$ cat config.mk
export PLATFORM = sky130hd
export DESIGN_NAME = vga_fb_port_arbiter
export DESIGN_NICKNAME = d
export VERILOG_FILES = /design/src/rtl/vga_fb_port_arbiter.sv
export SDC_FILE = /design/constraint.sdc
export NUM_CORES = 1
export LEC_CHECK = 0
export ABC_AREA = 1
export CORE_ASPECT_RATIO = 1.5
export CORE_MARGIN = 5
export CORE_UTILIZATION = 46
export CTS_CLUSTER_DIAMETER = 30
export DETAILED_ROUTE_END_ITERATION = 12
export PLACE_DENSITY = 0.91
export SYNTH_ARGS = -nofsm -noshare
export SYNTH_HDL_FRONTEND = slang
export SYNTH_SLANG_ARGS = --single-unit
$ cat constraint.sdc
create_clock -name clk -period 1.7 [get_ports clk]
set_clock_uncertainty 0.15 [all_clocks]
set_input_delay 0.425 -clock clk [delete_from_list [all_inputs] [get_ports clk]]
set_output_delay 0.425 -clock clk [all_outputs]
set_load 0.005 [all_outputs]
$ cat src/rtl/vga_fb_port_arbiter.sv
// Port-A sequencer for the VGA frame-buffer RAM: arbitrates CPU single accesses
// against a hardware range fill, with the CPU always preempting the fill.
module vga_fb_port_arbiter #(
  parameter int DATA_WIDTH = 8,
  parameter int ADDR_WIDTH = 4
) (
  input  logic                  clk,
  input  logic                  rst_n,
  input  logic                  cpu_req_i,
  input  logic                  cpu_we_i,
  input  logic [ADDR_WIDTH-1:0] cpu_addr_i,
  input  logic [DATA_WIDTH-1:0] cpu_wdata_i,
  output logic                  cpu_ready_o,
  output logic [DATA_WIDTH-1:0] cpu_rdata_o,
  input  logic                  fill_start_i,
  input  logic [ADDR_WIDTH-1:0] fill_base_i,
  input  logic [ADDR_WIDTH:0]   fill_len_i,
  input  logic [DATA_WIDTH-1:0] fill_value_i,
  output logic                  fill_busy_o,
  output logic                  fill_done_o,
  output logic [ADDR_WIDTH-1:0] ram_addra_o,
  output logic [DATA_WIDTH-1:0] ram_dina_o,
  output logic                  ram_wea_o,
  input  logic [DATA_WIDTH-1:0] ram_douta_i
);

  localparam logic [2:0] S_IDLE    = 3'd0;
  localparam logic [2:0] S_CPU_WR  = 3'd1;
  localparam logic [2:0] S_CPU_RD1 = 3'd2;
  localparam logic [2:0] S_CPU_RD2 = 3'd3;
  localparam logic [2:0] S_FILL    = 3'd4;

  localparam logic [ADDR_WIDTH:0] REM_ONE = {{ADDR_WIDTH{1'b0}}, 1'b1};

  logic [2:0]            state_q, state_d;
  logic                  cpu_ready_q, cpu_ready_d;
  logic [DATA_WIDTH-1:0] cpu_rdata_q, cpu_rdata_d;
  logic                  fill_busy_q, fill_busy_d;
  logic                  fill_done_q, fill_done_d;
  logic [ADDR_WIDTH-1:0] ram_addra_q, ram_addra_d;
  logic [DATA_WIDTH-1:0] ram_dina_q, ram_dina_d;
  logic                  ram_wea_q, ram_wea_d;
  logic [ADDR_WIDTH-1:0] ptr_q, ptr_d;
  logic [ADDR_WIDTH:0]   rem_q, rem_d;
  logic [DATA_WIDTH-1:0] value_q, value_d;
  logic                  cpu_accept;
  logic                  fill_accept;
  logic [2:0]            resume_state;

  assign cpu_accept  = cpu_req_i && !cpu_ready_q && ((state_q == S_IDLE) || (state_q == S_FILL));
  assign fill_accept = fill_start_i && !fill_busy_q;

  // Next-state and output-register computation
  always_comb begin
    state_d     = state_q;
    cpu_ready_d = 1'b0;
    cpu_rdata_d = cpu_rdata_q;
    fill_busy_d = fill_busy_q;
    fill_done_d = 1'b0;
    ram_addra_d = ram_addra_q;
    ram_dina_d  = ram_dina_q;
    ram_wea_d   = 1'b0;
    ptr_d       = ptr_q;
    rem_d       = rem_q;
    value_d     = value_q;

    // busy stays up through the cycle that carries the last write and its done pulse
    if (fill_done_q) begin
      fill_busy_d = 1'b0;
    end else begin
      fill_busy_d = fill_busy_q;
    end

    if (fill_accept) begin
      ptr_d   = fill_base_i;
      rem_d   = fill_len_i;
      value_d = fill_value_i;
      if (fill_len_i != '0) begin
        fill_busy_d = 1'b1;
      end else begin
        fill_done_d = 1'b1;
      end
    end else begin
      value_d = value_q;
    end

    resume_state = (fill_busy_d && (rem_d != '0)) ? S_FILL : S_IDLE;

    case (state_q)
      S_IDLE, S_FILL: begin
        if (cpu_accept) begin
          ram_addra_d = cpu_addr_i;
          if (cpu_we_i) begin
            ram_wea_d   = 1'b1;
            ram_dina_d  = cpu_wdata_i;
            cpu_ready_d = 1'b1;
            state_d     = S_CPU_WR;
          end else begin
            state_d = S_CPU_RD1;
          end
        end else if ((state_q == S_FILL) && (rem_q != '0)) begin
          ram_wea_d   = 1'b1;
          ram_addra_d = ptr_q;
          ram_dina_d  = value_q;
          ptr_d       = ptr_q + 1'b1;
          rem_d       = rem_q - 1'b1;
          if (rem_q == REM_ONE) begin
            fill_done_d = 1'b1;
            state_d     = S_IDLE;
          end else begin
            state_d = S_FILL;
          end
        end else begin
          state_d = resume_state;
        end
      end
      S_CPU_WR: begin
        state_d = resume_state;
      end
      S_CPU_RD1: begin
        state_d = S_CPU_RD2;
      end
      S_CPU_RD2: begin
        cpu_rdata_d = ram_douta_i;
        cpu_ready_d = 1'b1;
        state_d     = resume_state;
      end
      default: begin
        state_d = S_IDLE;
      end
    endcase
  end

  // State and output registers
  always_ff @(posedge clk or negedge rst_n) begin
    if (!rst_n) begin
      state_q     <= S_IDLE;
      cpu_ready_q <= 1'b0;
      cpu_rdata_q <= '0;
      fill_busy_q <= 1'b0;
      fill_done_q <= 1'b0;
      ram_addra_q <= '0;
      ram_dina_q  <= '0;
      ram_wea_q   <= 1'b0;
      ptr_q       <= '0;
      rem_q       <= '0;
      value_q     <= '0;
    end else begin
      state_q     <= state_d;
      cpu_ready_q <= cpu_ready_d;
      cpu_rdata_q <= cpu_rdata_d;
      fill_busy_q <= fill_busy_d;
      fill_done_q <= fill_done_d;
      ram_addra_q <= ram_addra_d;
      ram_dina_q  <= ram_dina_d;
      ram_wea_q   <= ram_wea_d;
      ptr_q       <= ptr_d;
      rem_q       <= rem_d;
      value_q     <= value_d;
    end
  end

  assign cpu_ready_o = cpu_ready_q;
  assign cpu_rdata_o = cpu_rdata_q;
  assign fill_busy_o = fill_busy_q;
  assign fill_done_o = fill_done_q;
  assign ram_addra_o = ram_addra_q;
  assign ram_dina_o  = ram_dina_q;
  assign ram_wea_o   = ram_wea_q;

endmodule

Word-level counts from Yosys, hierarchy flattened
Cells that the tools add are included.
W data, S select, Z words.

operators by class
  add/subtract/negate cells = 2
  equal/unequal tests = 6
  multiplexer cells = 34
  reductions and logical operators = 17

operators by type and width
  cell                   count
  $mux W4                6
  $mux W8                3
  $mux W5                4
  $reduce_bool A5 Y1     3
  $mux W1                14
  $mux W3                4
  $pmux W3 S3            1
  $eq A3 B2 Y1 const B   2
  $eq A5 B1 Y1 const B   1
  $logic_and A1 B1 Y1    5
  $sub A5 B1 Y5 const B  1
  $add A4 B1 Y4 const B  1
  $reduce_or A2 Y1       2
  $eq A3 B1 Y1 const B   1
  $eq A3 B3 Y1 const B   1
  $logic_not A3 Y1       1
  $reduce_and A3 Y1      1
  $logic_not A1 Y1       2
  $mux W2                1
  $ne A2 B2 Y1 const B   1
  $pmux W1 S2            1
  $reduce_and A2 Y1      1
  $reduce_bool A2 Y1     1
  $logic_or A1 B1 Y1     1

word-level totals
  bits in registers = 44
  bits of input ports = 42
  output and inout port bits = 24
  logic and storage cells = 70

Depth between registers and ports, before layout
Gate-level depths: netlist (run 1).

  depth in word-level cells = 9
  mapped depth = 10
  mapped depth without buffers = 10

Worst setup path after synthesis (run 1)
No wires, ideal clock.

  path type = register to register
  start = register rem_q[0]
  end = register rem_q[0]
  setup time = 120 ps
  arrival time = 1,205 ps
  required time = 1,430 ps
  slack = 225 ps
  cell stages (with the launch flop) = 11
  buffers on the path = 0
  period minus slack after synthesis = 1,475 ps
  path through = dfrtp_1 > inv_1 > ha_1 > inv_1 > nor2_1 > nand2_1 > nand3_4 > inv_2 > nand3_1 > o21ai_0 > inv_1

on the way
  cells in the longest elaborated chain, start to end = 5
  elaborated cells on any way between the ends = 7
  those cells by class = 1 x add/sub; 4 x mux; 2 x reduce/logical

ends and longest elaborated chain
  element                                                RTL line  RTL
  start: declaration                                     44        logic [ADDR_WIDTH:0] rem_q, rem_d;
  start signal: assignment                               158       rem_q <= rem_d;
  branches (longest 4 deep; another with $sub A5 B1 Y5)  --
  $mux W5 *                                              89        case (state_q)
  named net rem_d[0]                                     44

Mark *: on every way through the listed nets, which the timed path passes.
A chain may end at the register's enable or synchronous reset.

Final worst setup path (run 1)
  start = input cpu_req_i
  end = register ram_dina_q[2] (netlist: ram_dina_o[2])

on the way
  cells in the longest elaborated chain, start to end = 4
  elaborated cells on any way between the ends = 6
  those cells by class = 1 x eq/ne; 1 x mux; 4 x reduce/logical

ends and longest elaborated chain
  element                                                              RTL line  RTL
  start: declaration                                                   9         input logic cpu_req_i,
  $logic_and A1 B1 Y1 * (2 in series)                                  50        assign cpu_accept = cpu_req_i && !cpu_ready_q && ((state_q == S_IDLE) || (state_q == S_FILL));
  $ne A2 B2 Y1 (no source line) or $reduce_bool A2 Y1 (tied branches)  --
  $reduce_and A3 Y1 (no source line)                                   --
  end signal: assignment                                               155       ram_dina_q <= ram_dina_d;
  end: declaration                                                     41        logic [DATA_WIDTH-1:0] ram_dina_q, ram_dina_d;

Every way passes the cells marked *; elsewhere a longest branch is shown, timed or not.

==> results.toml, run 1 <==
[logic_synthesis]
syn_inst = 235
seq_area_frac_synth = 0.520
synth.largest_area_cell = "dfrtp_1"
synth_top_area_share = 0.520
synth.area.top_cells = "dfrtp_1, nand2_1, nand3_1"
synth_cell_types = 27
postSynthNetCount = 281
ys_warn_count = 0
avgSynthCellArea_sq_um = 9.01
ys_ff_latch = 44
syn-cell-area_sq_um = 2120

[route]
drt_iter0_markers = 61
drc = 0
wl_per_cell_um = 14.6
routed_via_density = 5.08
vias = 1906
drt_wl_total_mm = 5.47
ant_nets = 0
first_pass_iters = 4

[clocking]
cts_buffers = 5
clockBufferDepth = 2
cts_root_buf = "clkbuf_8"
tritoncts = "yes"
path_clk_slew_ns = 0.08
htree_levels = 2
cts.sinks = 44
insertion_delay_ns = 0.29

[grt]
use_met1 = 0.202
met2_usage = 0.371
grt_pass1_vias = 2008
grt-busiest-layer = "met2"
gr-usage-all-layers = 0.194
grt_pass1_wl_mm = 9.05
grt_max_degree = 37
grt_use_met3 = 0.0325
antenna_found_initial = 0
grt_overflow = 0

[flow_run]
cap_violations = 0

[cells_and_area]
stdcell_area_sq_um = 3080
n_antenna_cell = 0
final_common_cell = "nand2_1"
layout_common_cells = "nand2_1, dfrtp_1, clkdlybuf4s50_1, nand3_1, dlygate4sd2_1"
layout-drive-gt1-share = 0.177
nNetsFinal = 372
area_growth_pct = 45.6
nFillCells = 337
multi_input_area_sq_um = 940
regArea_sq_um = 1100

[floorplan]
rows = 30
die_h_um = 93.1
fp.dieW_um = 65.4
pin_count = 66
coreArea_sq_um = 4500
start_util = 0.470
die_area_sq_um = 6090

[pwr]
power_density_nw_per_um2 = 1700
ir_drop_uv = 912
leakage_uw = 0.00155

[timing]
hold-worst-slack_ns = 0.336
fmax_ghz = 0.598
layout_setup_ws_ns = 0.0286
max-slew-margin-rel = 0.832
hold_viol_final = 0
worst_pin_slew_ns = 0.250
period_minus_slack_ns = 1.67
setup_tns_ns = 0
period_share = 0.983
rsz0062_at_grt = "yes"
finalSetupViolCount = 0
slew_violations = 0

[placed_design]
io_buffers = 65
dp_hpwl_mm = 4.16
gp_congestion = 0.877
dpl_cell_area_sq_um = 2940
place_worst_setup_slack_ns = -0.274

[run_status]
outcome = "complete, no violations"

[min_path]
min-delay-path-class = "reg -> reg"

[worst_setup_path]
crit_fanout = 6
start_kind = "input port"
crit_required_ns = 1.73
critPathKind = "in -> reg"
arrival_ns = 1.70
worstSetupEndpointType = "flop"
[routing by layer]
layer | vias up | wire length [um]
met4 | 0 | 84
met2 | 54 | 3100
li1 | 944 | -
met1 | 901 | 2080
met3 | 7 | 204
met5 | - | 0
[critical path, cell delays in order]
cell and delay (ns):
clkdlybuf4s50_1 0.46, inv_1 0.07, nor2_4 0.14, nand2_4 0.10, inv_2 0.08, nand2_2 0.08
buf_4 0.16, nand3_1 0.09, nand2_1 0.08
[worst paths after layout]
path / startpoint / end / slack, ns / depth (start not counted)
max: cpu_req_i / ram_dina_o[2]$_DFFE_PN0P_ / 0.03 / 9
min: value_q[7]$_DFFE_PN0N_ / value_q[7]$_DFFE_PN0N_ / 0.34 / 2
max reg2reg: rem_q[1]$_DFF_PN0_ / ptr_q[1]$_DFF_PN0_ / 0.12 / 9
min reg2reg: value_q[7]$_DFFE_PN0N_ / value_q[7]$_DFFE_PN0N_ / 0.34 / 2
max in group asynchronous: rst_n / ram_addra_o[3]$_DFFE_PN0P_ / 0.58 / 3
min in group asynchronous: rst_n / cpu_rdata_o[0]$_DFFE_PN0P_ / 0.37 / 2
[repair_timing]
| action | 4_1_cts | 5_1_grt |
|---|---|---|
| gates resized for setup | 25 | 7 |
| cloned | 0 | 1 |
| hold endpoints to repair | 8 | 0 |
| hold buffers | 1 | 0 |
| endpoints found under the setup margin | 25 | 12 |
| buffers inserted | 4 | 0 |
| pin swaps | 0 | 2 |
[flip-flops by register name, indices dropped and copies added, names as in the netlist, 3 cells and up]
signal and flops:
rem_q 5, value_q 8, ram_dina_o 8, ram_addra_o 4, ptr_q 4, cpu_rdata_o 8
state_q 3
[metrics by stage]
step / util / total power, uW / instances
3_5_place_dp: 0.652 / 4510 / 361
6_report: 0.684 / 5240 / 375
2_1_floorplan: - / 3330 / 235
3_3_place_gp: 0.652 / 4390 / 361
5_1_grt: 0.684 / 5660 / 375
4_1_cts: 0.678 / 5200 / 374
[logic make-up after synthesis]
logic type | after synthesis | share of synthesized area
fa+ha+maj | 4 | 0.0236
buf+inv | 21 | 0.0485
compound gates | 20 | 0.0579
flops | 44 | 0.520
mux | 8 | 0.0426
simple gates | 133 | 0.287
xor+xnor | 5 | 0.0207
[Yosys cell counts (all sizes together)]
library cell and instances:
a31oi 1, buf 7, dfrtp 44, ha 4
inv 14, mux2 8, nand2 83, nand3 28
nor2 12, nor3 2, o211ai 8, o21ai 10
o22ai 1, or2 8, xnor2 2, xor2 3
[power breakdown]
part | internal, uW | leakage [uW] | switching (uW)
logic | 1240 | 0.000951 | 1350
clock network | 436 | 0.0000552 | 340
registers | 1550 | 0.000540 | 324
[final cells by class]
type	instances	share of cell area
inverter	14	0.0179
sequential	44	0.357
clock buffer	6	0.0235
timing repair buffer	90	0.266
clock inverter	2	0.0114
tap	48	0.0195
multi-input combinational	171	0.305
No activity file was read; power rests on OpenSTA's default activity.
==> inputs of run 2 (changes only) <==
ABC_CLOCK_PERIOD_IN_PS = 1700   (was not set)
CORE_UTILIZATION = 55   (was 46)
DONT_BUFFER_PORTS = 1   (was not set)
PLACE_DENSITY = 0.82   (was 0.91)
==> run 2 against run 1 <==
Net effect: wire length decreased by 17%; largest cell class unchanged; sequential power is 4% higher; non-clock buffer count fell by 79; clock power increased by 8.0%; global-route usage fell by 0.16 points; maximum frequency increased by 4.7%; critical path depth rose by 1; register-to-register slack got worse by 0.02 ns; total power shrank 10%.
==> results.toml, run 2 (synthesis results as in run 1) <==
[floorplan]
start_util = 0.575
rows = 27
die_h_um = 86.0
die_area_sq_um = 5220
fp.dieW_um = 60.7
coreArea_sq_um = 3680
pin_count = 66

[worst_setup_path]
worstSetupEndpointType = "flop"
crit_required_ns = 1.75
start_kind = "flop"
crit_fanout = 8
critPathKind = "reg -> reg"
arrival_ns = 1.65

[grt]
grt_pass1_wl_mm = 7.45
antenna_found_initial = 0
grt_overflow = 0
grt_use_met3 = 0.0557
grt_max_degree = 45
met2_usage = 0.335
grt_pass1_vias = 1634
gr-usage-all-layers = 0.192
grt-busiest-layer = "met2"
use_met1 = 0.218

[pwr]
leakage_uw = 0.00117
p_clk_frac = 0.178
power_density_nw_per_um2 = 1990
combPwrFrac = 0.406
p_sw_uw = 1870
ir_drop_uv = 1170
power_uw = 4700
p_int_uw = 2830
p_sw_frac = 0.399
power_frac_seq = 0.415

[min_path]
min-delay-path-class = "in -> reg"

[clocking]
clockBufferDepth = 2
cts.sinks = 44
insertion_delay_ns = 0.30
tritoncts = "yes"
cts_root_buf = "clkbuf_8"
cts_buffers = 5
htree_levels = 2
path_clk_slew_ns = 0.08

[placed_design]
gp_congestion = 0.821
dp_hpwl_mm = 3.38
io_buffers = 0

[route]
wl_per_cell_um = 15.7
routed_via_density = 5.45
vias = 1581
drt_iter0_markers = 26
drc = 0
ant_nets = 0
drt_wl_total_mm = 4.57
first_pass_iters = 4

[cells_and_area]
final_common_cell = "nand2_1"
multi_input_area_sq_um = 926
layout-drive-gt1-share = 0.182
regArea_sq_um = 1100
nNetsFinal = 292
layout_common_cells = "nand2_1, dfrtp_1, nand3_1, inv_1"
area_growth_pct = 11.4
nFillCells = 298
n_antenna_cell = 0

[timing]
finalSetupViolCount = 0
worst_pin_slew_ns = 0.335
period_share = 0.939
max-slew-margin-rel = 0.777
fmax_ghz = 0.627
hold_viol_final = 0
setup_tns_ns = 0
slew_violations = 0
period_minus_slack_ns = 1.60

[flow_run]
cap_violations = 0

[run_status]
outcome = "complete, no violations"
[run 2: power by group through the flow]
stage / Clock (uW) / Combinational (uW) / Sequential (uW)
after floorplan: 0 / 1460 / 1860
after global placement: 0 / 1720 / 1950
after detailed placement: 0 / 1780 / 1970
after CTS: 860 / 1810 / 1950
after global routing: 910 / 2190 / 2020
final: 838 / 1910 / 1950
[run 2: final cells by class]
cell class,instances,area share
multi-input combinational,170,0.393
clock buffer,6,0.0350
tap,43,0.0228
clock inverter,2,0.0164
timing repair buffer,11,0.0419
sequential,44,0.467
inverter,14,0.0244
[run 2: final timing paths]
kind	from	end	slack, ns	cells past startpoint
max in group asynchronous	rst_n	cpu_rdata_o[4]$_DFFE_PN0P_	0.76	2
min in group asynchronous	rst_n	cpu_rdata_o[1]$_DFFE_PN0P_	0.43	2
worst min register to register	value_q[1]$_DFFE_PN0N_	value_q[1]$_DFFE_PN0N_	0.33	2
worst min-delay path	fill_value_i[3]	value_q[3]$_DFFE_PN0N_	0.08	2
worst max register to register	rem_q[1]$_DFF_PN0_	ptr_q[0]$_DFF_PN0_	0.10	10
worst max-delay path	rem_q[1]$_DFF_PN0_	ptr_q[0]$_DFF_PN0_	0.10	10
[run 2: metrics by stage]
step | instance area, sq um | setup slack (ns) | utilization | instances | hold slack [ns]
after global placement | 2170 | 0.123 | 0.590 | 278 | -0.0197
final | 2360 | 0.104 | 0.641 | 290 | 0.0768
after detailed placement | 2170 | 0.0734 | 0.590 | 278 | -0.0198
after global routing | 2360 | -0.00343 | 0.641 | 290 | 0.0765
after floorplan | 2120 | 0.225 | - | 235 | -0.0206
after CTS | 2320 | 0.0556 | 0.631 | 288 | 0.0704
[run 2: routing by layer]
metal | routed length [um] | vias to the layer above | share of wire
li1 | - | 779 | -
met4 | 73 | 0 | 0.016
met5 | 0 | - | 0
met2 | 2510 | 47 | 0.55
met3 | 284 | 8 | 0.062
met1 | 1700 | 747 | 0.37
[run 2: what timing repair did]
action | 4_1_cts | 5_1_grt
endpoints found under the setup margin | 0 | 15
hold buffers | 2 | 0
buffers inserted | 0 | 1
hold endpoints to repair | 44 | 0
resized for setup | 0 | 9
[run 2: worst max-delay path, stage by stage, from the launching register on]
cell and delay (ns):
dfrtp_1 0.42, inv_2 0.08, ha_1 0.14, inv_1 0.05
nor2_2 0.10, nand2_2 0.09, nand3_4 0.15, buf_6 0.14
o21ai_0 0.08, nand2_1 0.07, inv_1 0.04
==> inputs of run 3 (changes only) <==
ABC_AREA = 0   (was 1)
ABC_CLOCK_PERIOD_IN_PS = 1710   (was 1700)
clock period = 1.71 ns   (was 1.7 ns; I/O delays follow)
==> run 3 against run 2 <==
Net effect: the flow now finishes with violations (setup timing); clock power down 24%; critical path depth decreased by 4; first-iteration DRC count up 35%; final cell count shrank 9.0%; largest cell class unchanged; die area is 4.1% lower; area after synthesis down 4.7%; total power rose by 2.8%; worst hold slack lost 0.0095 ns.
==> results.toml, run 3 <==
[route]
wl_met2_mm = 2.78
ant_nets = 0
routed.top_layer = "met4"
vias = 1608
first_pass_iters = 5
drt_wl_total_mm = 5.30
routed_via_density = 6.09
wl_per_cell_um = 20.1
met3_length_um = 377
m1WireLength_mm = 1.94
drc = 0
drt_iter0_markers = 35

[cells_and_area]
final_common_cell = "dfrtp_1"
n_antenna_cell = 0
area_growth_pct = 25.5
fin_cells = 264
nNetsFinal = 267
layout-drive-gt1-share = 0.353
nFillCells = 244
layout_common_cells = "dfrtp_1, nand2_1, buf_4, a21oi_2"

[worst_setup_path]
worstSetupEndpointType = "flop"
crit_fanout = 6
r2r_slack_ns = -0.39
critPathKind = "reg -> reg"
critPathSlowestCell = "or4b_4"
start_kind = "flop"
cpPeakStageDelay_ns = 0.46
arrival_ns = 2.15
crit_path_cell_trace = "inv_2 > ha_4 > or4b_4 > and4_4 > mux2_4 > o221a_1"
crit_required_ns = 1.76

[run_status]
violations = "setup timing"
outcome = "finished, violations left"

[timing]
period_share = 1.23
setup_tns_ns = -7.80
worst_pin_slew_ns = 0.495
layout_setup_ws_ns = -0.390
slew_violations = 0
hold_viol_final = 0
fmax_ghz = 0.476
finalSetupViolCount = 24
max-slew-margin-rel = 0.670
rsz0062_at_grt = "yes"
hold-worst-slack_ns = 0.0673
period_minus_slack_ns = 2.10

[logic_synthesis]
synth.largest_area_cell = "dfrtp_1"
synth.most_common_cell = "dfrtp_1"
postSynthNetCount = 235
synth_cell_types = 32
avgSynthCellArea_sq_um = 10.7
seq_area_frac_synth = 0.546
synth_top_area_share = 0.546
synth-async-reset-ratio = 1.00
syn_inst = 189
synth_edf_count = 0
synthTopCellsByCount = "dfrtp_1, nand2_1, a21oi_1"
syn-cell-area_sq_um = 2020
ys_ff_latch = 44
synth_top_flop_cell = "dfrtp_1"
ys_warn_count = 0
synth.area.top_cells = "dfrtp_1, nand2_1, mux2_2"

[clocking]
cts.sinks = 44
clockBufferDepth = 2
tritoncts = "yes"
insertion_delay_ns = 0.31
path_clk_slew_ns = 0.08
htree_levels = 2
cts_buffers = 5
cts_root_buf = "clkbuf_8"

[floorplan]
start_util = 0.558
rows = 27
die_h_um = 84.2
pin_count = 66
coreArea_sq_um = 3610
fp.dieW_um = 59.4
die_area_sq_um = 5000

[placed_design]
dp_hpwl_mm = 3.50
gp_congestion = 0.781
dp.cells = 245
io_buffers = 0

[pwr]
leakage_uw = 0.00116
power_density_nw_per_um2 = 1910
ir_drop_uv = 1280

[grt]
antenna_found_initial = 0
grt_pass1_wl_mm = 8.38
grt_max_degree = 45
gr-usage-all-layers = 0.222
grt_overflow = 0
grt_pass1_vias = 1759

[min_path]
min-delay-path-class = "in -> reg"

[flow_run]
cap_violations = 0
==> run 3: layout make-up <==
type	instances	area (sq um)	area share
Clock inverter	2	12.5	0.00494
Tap cell	43	53.8	0.0213
Sequential cell	44	1100	0.435
Timing Repair Buffer	32	302	0.119
Clock buffer	5	68.8	0.0272
Inverter	11	41.3	0.0163
Multi-Input combinational cell	127	952	0.376
==> run 3: final timing paths <==
kind | startpoint | to | cells past startpoint
max | rem_q[0]$_DFF_PN0_ | rem_q[4]$_DFF_PN0_ | 6
min | fill_value_i[7] | value_q[7]$_DFFE_PN0N_ | 2
max reg2reg | rem_q[0]$_DFF_PN0_ | rem_q[4]$_DFF_PN0_ | 6
min reg2reg | value_q[0]$_DFFE_PN0N_ | value_q[0]$_DFFE_PN0N_ | 2
max in group asynchronous | rst_n | cpu_rdata_o[7]$_DFFE_PN0P_ | 2
min in group asynchronous | rst_n | fill_busy_o$_DFF_PN0_ | 2
==> run 3: kinds of logic (layout without fill, tap and decap cells) <==
family	Yosys count	in the layout	synth area share
buf+inv	18	50	0.0385
compound gates	45	45	0.154
simple gates	65	65	0.158
fa+ha+maj	4	4	0.0248
mux	13	13	0.0782
flops	44	44	0.546
==> run 3: report_power, final <==
part,internal [uW],leakage (uW),switching (uW)
clock,277,0.0000400,356
combinational,1180,0.000599,1080
sequential,1550,0.000523,389
==> run 3: routing by layer <==
| metal | track usage | vias up |
|---|---|---|
| li1 | - | 734 |
| met1 | 0.233 | 795 |
| met2 | 0.376 | 62 |
| met3 | 0.0877 | 17 |
| met4 | 0.101 | 0 |
| met5 | 0 | - |
==> run 3: metrics by stage <==
| step | power, uW | cell area (sq um) | setup WS (ns) | util |
|---|---|---|---|---|
| after global routing | 5160 | 2530 | -0.457 | 0.700 |
| final | 4830 | 2530 | -0.390 | 0.700 |
| after floorplan | 2970 | 2020 | -0.409 | - |
| after global placement | 3460 | 2180 | -0.272 | 0.604 |
| after CTS | 4670 | 2480 | -0.360 | 0.687 |
| after detailed placement | 3590 | 2180 | -0.363 | 0.604 |
==> run 3: repair_timing <==
action | CTS | global route
endpoints found under the hold margin | 44 | 0
pin swaps | 13 | 1
buffers inserted | 4 | 4
hold buffers | 2 | 0
endpoints found under the setup margin | 24 | 24
resized for setup | 33 | 4
gates cloned | 2 | 0
==> run 3: critical path: cells and delay by family (launching register included) <==
kind	cells	cell delay, ns
AO/OA/AOI/OAI	1	0.22
adder cells (fa/ha/maj)	1	0.12
flip-flops	1	0.39
AND/OR/NAND/NOR	2	0.69
buffers and inverters	1	0.09
multiplexers	1	0.31
